===== config.mk =====
export PLATFORM = sky130hd
export DESIGN_NAME = uart_tx_arbiter_flat
export DESIGN_NICKNAME = d
export VERILOG_FILES = /design/src/rtl/uart_tx_arbiter_if.sv /design/src/rtl/uart_tx_arbiter.sv /design/src/flat_wrapper.sv
export SDC_FILE = /design/constraint.sdc
export NUM_CORES = 1
export LEC_CHECK = 0
export CELL_PAD_IN_SITES_DETAIL_PLACEMENT = 1
export CELL_PAD_IN_SITES_GLOBAL_PLACEMENT = 2
export CORE_ASPECT_RATIO = 0.8
export CORE_MARGIN = 2
export CORE_UTILIZATION = 24
export CTS_CLUSTER_SIZE = 40
export DETAILED_ROUTE_END_ITERATION = 7
export MAX_ROUTING_LAYER = met4
export PLACE_DENSITY_LB_ADDON = 0.05
export SLEW_MARGIN = 20
export SYNTH_ARGS = -nofsm -noshare
export SYNTH_HDL_FRONTEND = slang
export SYNTH_SLANG_ARGS = --single-unit

===== constraint.sdc =====
create_clock -name clk_50m -period 2.85 [get_ports clk_50m]
set_input_delay 0.57 -clock clk_50m [delete_from_list [all_inputs] [get_ports clk_50m]]
set_output_delay 0.57 -clock clk_50m [all_outputs]
set_load 0.005 [all_outputs]

===== src/rtl/uart_tx_arbiter_if.sv =====
`default_nettype none
// ============================================================================
//  Module   : uart_tx_arbiter_if
//  Purpose  : Bundles the requester byte channels and the UART transmitter
//             side of the frame-level transmit arbiter.
//  Ports    : (interface signals)
//             req_valid   [N_REQ]    per-requester byte available
//             req_data    [8*N_REQ]  byte i at [8*i+7:8*i]
//             req_last    [N_REQ]    byte i ends its frame
//             req_ready   [N_REQ]    byte i accepted this cycle
//             tx_data     [8]        to transmitter data_in
//             tx_wr_en    [1]        to transmitter wr_en (one-cycle pulse)
//             tx_busy     [1]        from transmitter Tx_busy
//             grant_id    [clog2]    current/last granted requester
//             active      [1]        a frame is locked
//             err_timeout [1]        tx_busy failed to rise in time
//  Modports : master = arbiter side, slave = requesters + transmitter side
//  Revision : 1.0  initial release
// ============================================================================
interface uart_tx_arbiter_if #(
    parameter int N_REQ = 4
);
    localparam int GW = $clog2(N_REQ);

    logic [N_REQ-1:0]   req_valid;
    logic [8*N_REQ-1:0] req_data;
    logic [N_REQ-1:0]   req_last;
    logic [N_REQ-1:0]   req_ready;
    logic [7:0]         tx_data;
    logic               tx_wr_en;
    logic               tx_busy;
    logic [GW-1:0]      grant_id;
    logic               active;
    logic               err_timeout;

    modport master (
        input  req_valid,
        input  req_data,
        input  req_last,
        output req_ready,
        output tx_data,
        output tx_wr_en,
        input  tx_busy,
        output grant_id,
        output active,
        output err_timeout
    );

    modport slave (
        output req_valid,
        output req_data,
        output req_last,
        input  req_ready,
        input  tx_data,
        input  tx_wr_en,
        output tx_busy,
        input  grant_id,
        input  active,
        input  err_timeout
    );
endinterface
`default_nettype wire


===== src/rtl/uart_tx_arbiter.sv =====
`default_nettype none
// ============================================================================
//  Module   : uart_tx_arbiter
//  Purpose  : Frame-level round-robin arbiter sharing one UART transmitter
//             among N_REQ byte sources. A granted requester keeps the
//             transmitter until it sends a byte flagged last, so multi-byte
//             messages are never interleaved.
//  Ports    : clk_50m  in   50 MHz system clock
//             clear    in   synchronous active-high reset
//             bus      if   uart_tx_arbiter_if.master (requester channels,
//                           transmitter data/wr_en/busy, status outputs)
//  Params   : N_REQ         number of requesters (2..8)
//             START_TIMEOUT max cycles to wait for tx_busy after wr_en (>=2)
//  Revision : 1.0  initial release
// ============================================================================
module uart_tx_arbiter #(
    parameter int N_REQ         = 4,
    parameter int START_TIMEOUT = 8
) (
    input  wire logic           clk_50m,
    input  wire logic           clear,
    uart_tx_arbiter_if.master   bus
);

    localparam int GW = $clog2(N_REQ);
    localparam int CW = $clog2(START_TIMEOUT + 1);

    typedef enum logic [1:0] {
        IDLE  = 2'd0,
        SEND  = 2'd1,
        START = 2'd2,
        DRAIN = 2'd3
    } state_t;

    state_t          state_q, state_d;
    logic [GW-1:0]   ptr_q,   ptr_d;
    logic [GW-1:0]   grant_q, grant_d;
    logic [7:0]      byte_q,  byte_d;
    logic            last_q,  last_d;
    logic [CW-1:0]   cnt_q,   cnt_d;
    logic            wr_en_q, wr_en_d;
    logic            err_q,   err_d;

    logic            rr_found;
    logic [GW-1:0]   rr_idx;
    logic [GW-1:0]   rr_cand;
    logic [7:0]      sel_data;
    logic            sel_last;
    logic            sel_valid;
    logic            handshake;
    logic [N_REQ-1:0] ready;

    // ------------------------------------------------------------------
    // Round-robin search: first valid requester after the pointer,
    // visiting ptr+1, ptr+2, ... and wrapping N_REQ-1 -> 0.
    // ------------------------------------------------------------------
    always_comb begin
        rr_found = 1'b0;
        rr_idx   = '0;
        rr_cand  = '0;
        for (int k = 1; k <= N_REQ; k++) begin
            rr_cand = GW'((int'(ptr_q) + k) % N_REQ);
            if (!rr_found && bus.req_valid[rr_cand]) begin
                rr_found = 1'b1;
                rr_idx   = rr_cand;
            end
        end
    end

    // Byte/last of the currently granted requester
    always_comb begin
        sel_data = '0;
        sel_last = 1'b0;
        for (int i = 0; i < N_REQ; i++) begin
            if (grant_q == GW'(i)) begin
                sel_data = bus.req_data[8*i +: 8];
                sel_last = bus.req_last[i];
            end
        end
    end

    assign sel_valid = bus.req_valid[grant_q];
    // A byte is only taken while the transmitter is free, so the wr_en
    // pulse that follows can never land on a busy transmitter.
    assign handshake = (state_q == SEND) && sel_valid && !bus.tx_busy;

    // ------------------------------------------------------------------
    // Next-state / output logic
    // ------------------------------------------------------------------
    always_comb begin
        state_d = state_q;
        ptr_d   = ptr_q;
        grant_d = grant_q;
        byte_d  = byte_q;
        last_d  = last_q;
        cnt_d   = cnt_q;
        wr_en_d = 1'b0;
        err_d   = 1'b0;
        ready   = '0;

        case (state_q)
            IDLE: begin
                // Waiting on tx_busy also covers a transmitter still
                // finishing a byte that was in flight when clear hit.
                if (!bus.tx_busy && rr_found) begin
                    grant_d = rr_idx;
                    state_d = SEND;
                end
            end

            SEND: begin
                ready[grant_q] = sel_valid & ~bus.tx_busy;
                if (handshake) begin
                    byte_d  = sel_data;
                    last_d  = sel_last;
                    wr_en_d = 1'b1;
                    cnt_d   = '0;
                    state_d = START;
                end
            end

            START: begin
                if (bus.tx_busy) begin
                    state_d = DRAIN;
                end else begin
                    cnt_d = cnt_q + 1'b1;
                    if (cnt_d == CW'(START_TIMEOUT)) begin
                        // Transmitter never acknowledged: abandon frame
                        // and move priority past the offending requester.
                        err_d   = 1'b1;
                        ptr_d   = grant_q;
                        state_d = IDLE;
                    end
                end
            end

            DRAIN: begin
                if (!bus.tx_busy) begin
                    if (last_q) begin
                        ptr_d   = grant_q;
                        state_d = IDLE;
                    end else begin
                        state_d = SEND;
                    end
                end
            end

            default: begin
                state_d = IDLE;
            end
        endcase
    end

    // ------------------------------------------------------------------
    // State registers
    // ------------------------------------------------------------------
    always_ff @(posedge clk_50m) begin
        if (clear) begin
            state_q <= IDLE;
            ptr_q   <= GW'(N_REQ - 1);
            grant_q <= '0;
            byte_q  <= '0;
            last_q  <= 1'b0;
            cnt_q   <= '0;
            wr_en_q <= 1'b0;
            err_q   <= 1'b0;
        end else begin
            state_q <= state_d;
            ptr_q   <= ptr_d;
            grant_q <= grant_d;
            byte_q  <= byte_d;
            last_q  <= last_d;
            cnt_q   <= cnt_d;
            wr_en_q <= wr_en_d;
            err_q   <= err_d;
        end
    end

    // tx_data is the captured byte register: valid during the wr_en cycle
    // and left holding the last byte afterwards.
    assign bus.req_ready   = ready;
    assign bus.tx_data     = byte_q;
    assign bus.tx_wr_en    = wr_en_q;
    assign bus.grant_id    = grant_q;
    assign bus.active      = (state_q != IDLE);
    assign bus.err_timeout = err_q;

endmodule
`default_nettype wire


===== src/flat_wrapper.sv =====
// flat-port wrapper written by rule: the top's interface ports become plain ports
module uart_tx_arbiter_flat 
#(
    parameter int N_REQ         = 4,
    parameter int START_TIMEOUT = 8
)
  (clk_50m, clear, bus_req_valid, bus_req_data, bus_req_last, bus_req_ready, bus_tx_data, bus_tx_wr_en, bus_tx_busy, bus_grant_id, bus_active, bus_err_timeout);
  uart_tx_arbiter_if #(.N_REQ(N_REQ)) bus_i ();
  input  wire logic clk_50m;
  input  wire logic clear;
  input wire logic [$bits(bus_i.req_valid)-1:0] bus_req_valid;
  input wire logic [$bits(bus_i.req_data)-1:0] bus_req_data;
  input wire logic [$bits(bus_i.req_last)-1:0] bus_req_last;
  output wire logic [$bits(bus_i.req_ready)-1:0] bus_req_ready;
  output wire logic [$bits(bus_i.tx_data)-1:0] bus_tx_data;
  output wire logic [$bits(bus_i.tx_wr_en)-1:0] bus_tx_wr_en;
  input wire logic [$bits(bus_i.tx_busy)-1:0] bus_tx_busy;
  output wire logic [$bits(bus_i.grant_id)-1:0] bus_grant_id;
  output wire logic [$bits(bus_i.active)-1:0] bus_active;
  output wire logic [$bits(bus_i.err_timeout)-1:0] bus_err_timeout;
  assign bus_i.req_valid = bus_req_valid;
  assign bus_i.req_data = bus_req_data;
  assign bus_i.req_last = bus_req_last;
  assign bus_req_ready = bus_i.req_ready;
  assign bus_tx_data = bus_i.tx_data;
  assign bus_tx_wr_en = bus_i.tx_wr_en;
  assign bus_i.tx_busy = bus_tx_busy;
  assign bus_grant_id = bus_i.grant_id;
  assign bus_active = bus_i.active;
  assign bus_err_timeout = bus_i.err_timeout;
  uart_tx_arbiter #(.N_REQ(N_REQ), .START_TIMEOUT(START_TIMEOUT)) u_core (.clk_50m(clk_50m), .clear(clear), .bus(bus_i));
endmodule

==> impl_metrics.tcl <==
set metrics [dict create \
    numClockSinks 21 \
    hpwl_um 3410 \
    avgSynthCellArea_um2 8.79 \
    syn_nets 185 \
    finalInstanceArea_um2 2020 \
    max_cap_violations 0 \
    drtIter0Drc 37 \
    dieArea_um2 5760 \
    cts_root_buf "clkbuf_8" \
    syn_area_um2 1240 \
    fin_skew_ns 0.00370 \
    io_pins 60 \
    rows 23 \
    worstPathCellList "clkdlybuf4s50_1 > mux4_2 > and2_4 > and3_1 > dlygate4sd2_1" \
    clkPwrFrac 0.274 \
    cts_hold_buf 0 \
    max_freq_ghz 0.373 \
    drive_gt1_frac 0.163 \
    period_share 0.940 \
    critPathMaxStageDelay_ns 0.50 \
    rsz0062_at_grt "no" \
    synth_edf_count 0 \
    die_width_um 84.3 \
    synthTopCellsByArea "dfxtp_1, mux4_2, nand2_1" \
    crit_path_top_delay_cell "mux4_2" \
    drt-total-wl_um 4160 \
    met1_usage 0.184 \
    cp_max_fo 4 \
    ys_warn_count 0 \
    setup_viol 0 \
    yosys.area.top_type_share 0.339 \
    place_inst 266 \
    period_needed_ns 2.68 \
    netlist_instances 141 \
    gp_congestion 0.853 \
    num_antenna_cells 0 \
    hold_class "reg -> reg" \
    worst_pin_slew_ns 0.805 \
    cts_inserted_buffers 3 \
    grt_max_degree 20 \
    num_vias 1306 \
    hold_viol 0 \
    core_region_area_um2 4980 \
    clk_path_buf_depth 2 \
    comb_power_share 0.290 \
    busiest_layer "met2" \
    yosysTopAreaCell "dfxtp_1" \
    critPathKind "in -> out" \
    power.static_leakage_nw 0.751 \
    grtUsageMet2 0.266 \
    area_growth_pct 62.8 \
    io_buffers 59 \
    grtUsageMet3 0.0302 \
    start_kind "input pin" \
    ys_seq_elements 21 \
    final_util 0.405 \
    track_usage 0.154 \
    crit_buf_inv 2 \
    power.density_nw_per_um2 360 \
    vias_per_cell 4.82 \
    seqPwrFrac 0.436 \
    post_drt_wl_per_cell_um 15.4 \
    ys_types 36 \
    crit_family "buffers and inverters" \
    slew_violations 0 \
    power.internal_w 0.000537 \
    ir_drop_v 0.000215 \
    grt_pass1_vias 1354 \
    die_h_um 68.3 \
    switching_share 0.260 \
    overflow 0 \
    insertion_delay_ns 0.26 \
    cp.arrival_ns 2.11 \
    fin_nets 254 \
    async_flop_share 0 \
    antenna_found_initial 0 \
    yosysSeqAreaShare 0.339 \
    maxSlewHeadroom 0.462 \
    grt_first_pass_wirelength_um 6650 \
    finalPower_w 0.000725 \
    final_cells 271 \
    yosys_most_used_dff "dfxtp_1" \
    cts_tree "yes" \
    outcome "finished, final reports clean" \
    worst_ep_required_time_ns 2.28 \
    initial_core_util 0.249 \
    drt_pass1_iterations 4 \
    ant_nets 0 \
    post_dp_cell_area_um2 1960 \
    cp-end-kind "primary output" \
    drc 0 \
    p_sw_w 0.000189 \
    clkSlewWorstSetupHoldPaths_ns 0.08 \
    htreeDepth 1 \
]
## worst paths after layout
check / depth (start not counted) / slack, ns / from / end
worst max register to register: 7 / 0.92 / u_core.bus.grant_id[1] / u_core.bus.tx_data[5]
worst max-delay path: 5 / 0.17 / bus_req_valid[3] / bus_req_ready[3]
worst min-delay path: 2 / 0.46 / u_core.bus.tx_data[3] / u_core.bus.tx_data[3]
worst min register to register: 2 / 0.46 / u_core.bus.tx_data[3] / u_core.bus.tx_data[3]
## layer usage
metal	vias to the layer above	share of wire	routed length, um
met1	626	0.42	1740
met5	-	0	0
met2	33	0.52	2180
met4	0	0.019	80
li1	641	-	-
met3	6	0.039	162
## repair_timing
item / in CTS / in global routing
gates resized for setup: 1 / 1
setup buffers: 1 / 0
endpoints found under the setup margin: 1 / 1
## metrics by stage
| step | setup TNS [ns] | setup WS, ns | hold WS [ns] |
|---|---|---|---|
| after global placement | -0.0000691 | -0.0000691 | 0.442 |
| after global routing | 0 | 0.0530 | 0.479 |
| after detailed placement | -0.0389 | -0.0389 | 0.448 |
| after CTS | 0 | 0.0275 | 0.460 |
| after floorplan | 0 | 0.795 | 0.450 |
| final | 0 | 0.171 | 0.458 |
## layout make-up
class	instances	area (um2)
clock buffers	3	41.3
clock inverters	1	5.00
fillers	591	2960
inverters	5	18.8
multi-input cells	106	757
flip-flops and latches	21	420
well taps	62	77.6
repair buffers	73	697
## power groups by stage
stage          Combinational (W)  Sequential, W  Clock, W
2_1_floorplan          0.0000947       0.000321         0
3_3_place_gp            0.000208       0.000323         0
3_5_place_dp            0.000212       0.000323         0
4_1_cts                 0.000216       0.000316  0.000212
5_1_grt                 0.000230       0.000319  0.000223
6_report                0.000210       0.000316  0.000199
## Yosys cell counts, types with 2 or more instances
cell type,n
a2111oi_2,2
a21oi_1,14
buf_2,4
clkbuf_1,3
dfxtp_1,21
inv_1,5
mux2i_1,2
mux4_2,10
nand2_1,29
nand2b_1,2
nand3_1,2
nor2_1,15
nor3_1,4
nor3b_1,3
o21ai_0,4
## flip-flops by register name, summed over array words and instances (netlist names)
| name | flops |
|---|---|
| u_core.bus.err_timeout | 1 |
| u_core.bus.tx_wr_en | 1 |
| u_core.bus.grant_id | 2 |
| u_core.ptr_q | 2 |
| u_core.state_q | 2 |
| u_core.last_q | 1 |
| u_core.bus.tx_data | 8 |
| u_core.cnt_q | 4 |
## cells in the final DEF (no fill, tap or decap), types with 2 or more instances in the layout
cell / instances
mux2i_1: 2
nor2_1: 15
nand2_1: 29
inv_1: 5
clkdlybuf4s50_1: 57
nand3_1: 2
o21ai_0: 4
a2111oi_2: 2
a21oi_1: 14
clkbuf_8: 3
nand2b_1: 2
nor3_1: 4
dfxtp_1: 21
nor3b_1: 3
mux4_2: 10
buf_4: 14
## kinds of logic after synthesis
family / Yosys count / share of synthesized area
DFF: 21 / 0.339
muxes: 12 / 0.198
AOI/OAI and AO/OA: 30 / 0.165
adders and majority gates: 1 / 0.0101
buffers and inverters: 14 / 0.0495
and+or+nand+nor: 63 / 0.238
## worst reg2reg max path: stages, from the launching register on
cell     delay, ns
dfxtp_1       0.37
mux4_2        0.53
buf_4         0.15
buf_4         0.12
nand2_1       0.27
buf_4         0.21
nand2_1       0.05
a21oi_1       0.15
Note: power is estimated with default switching activity, not from simulation.
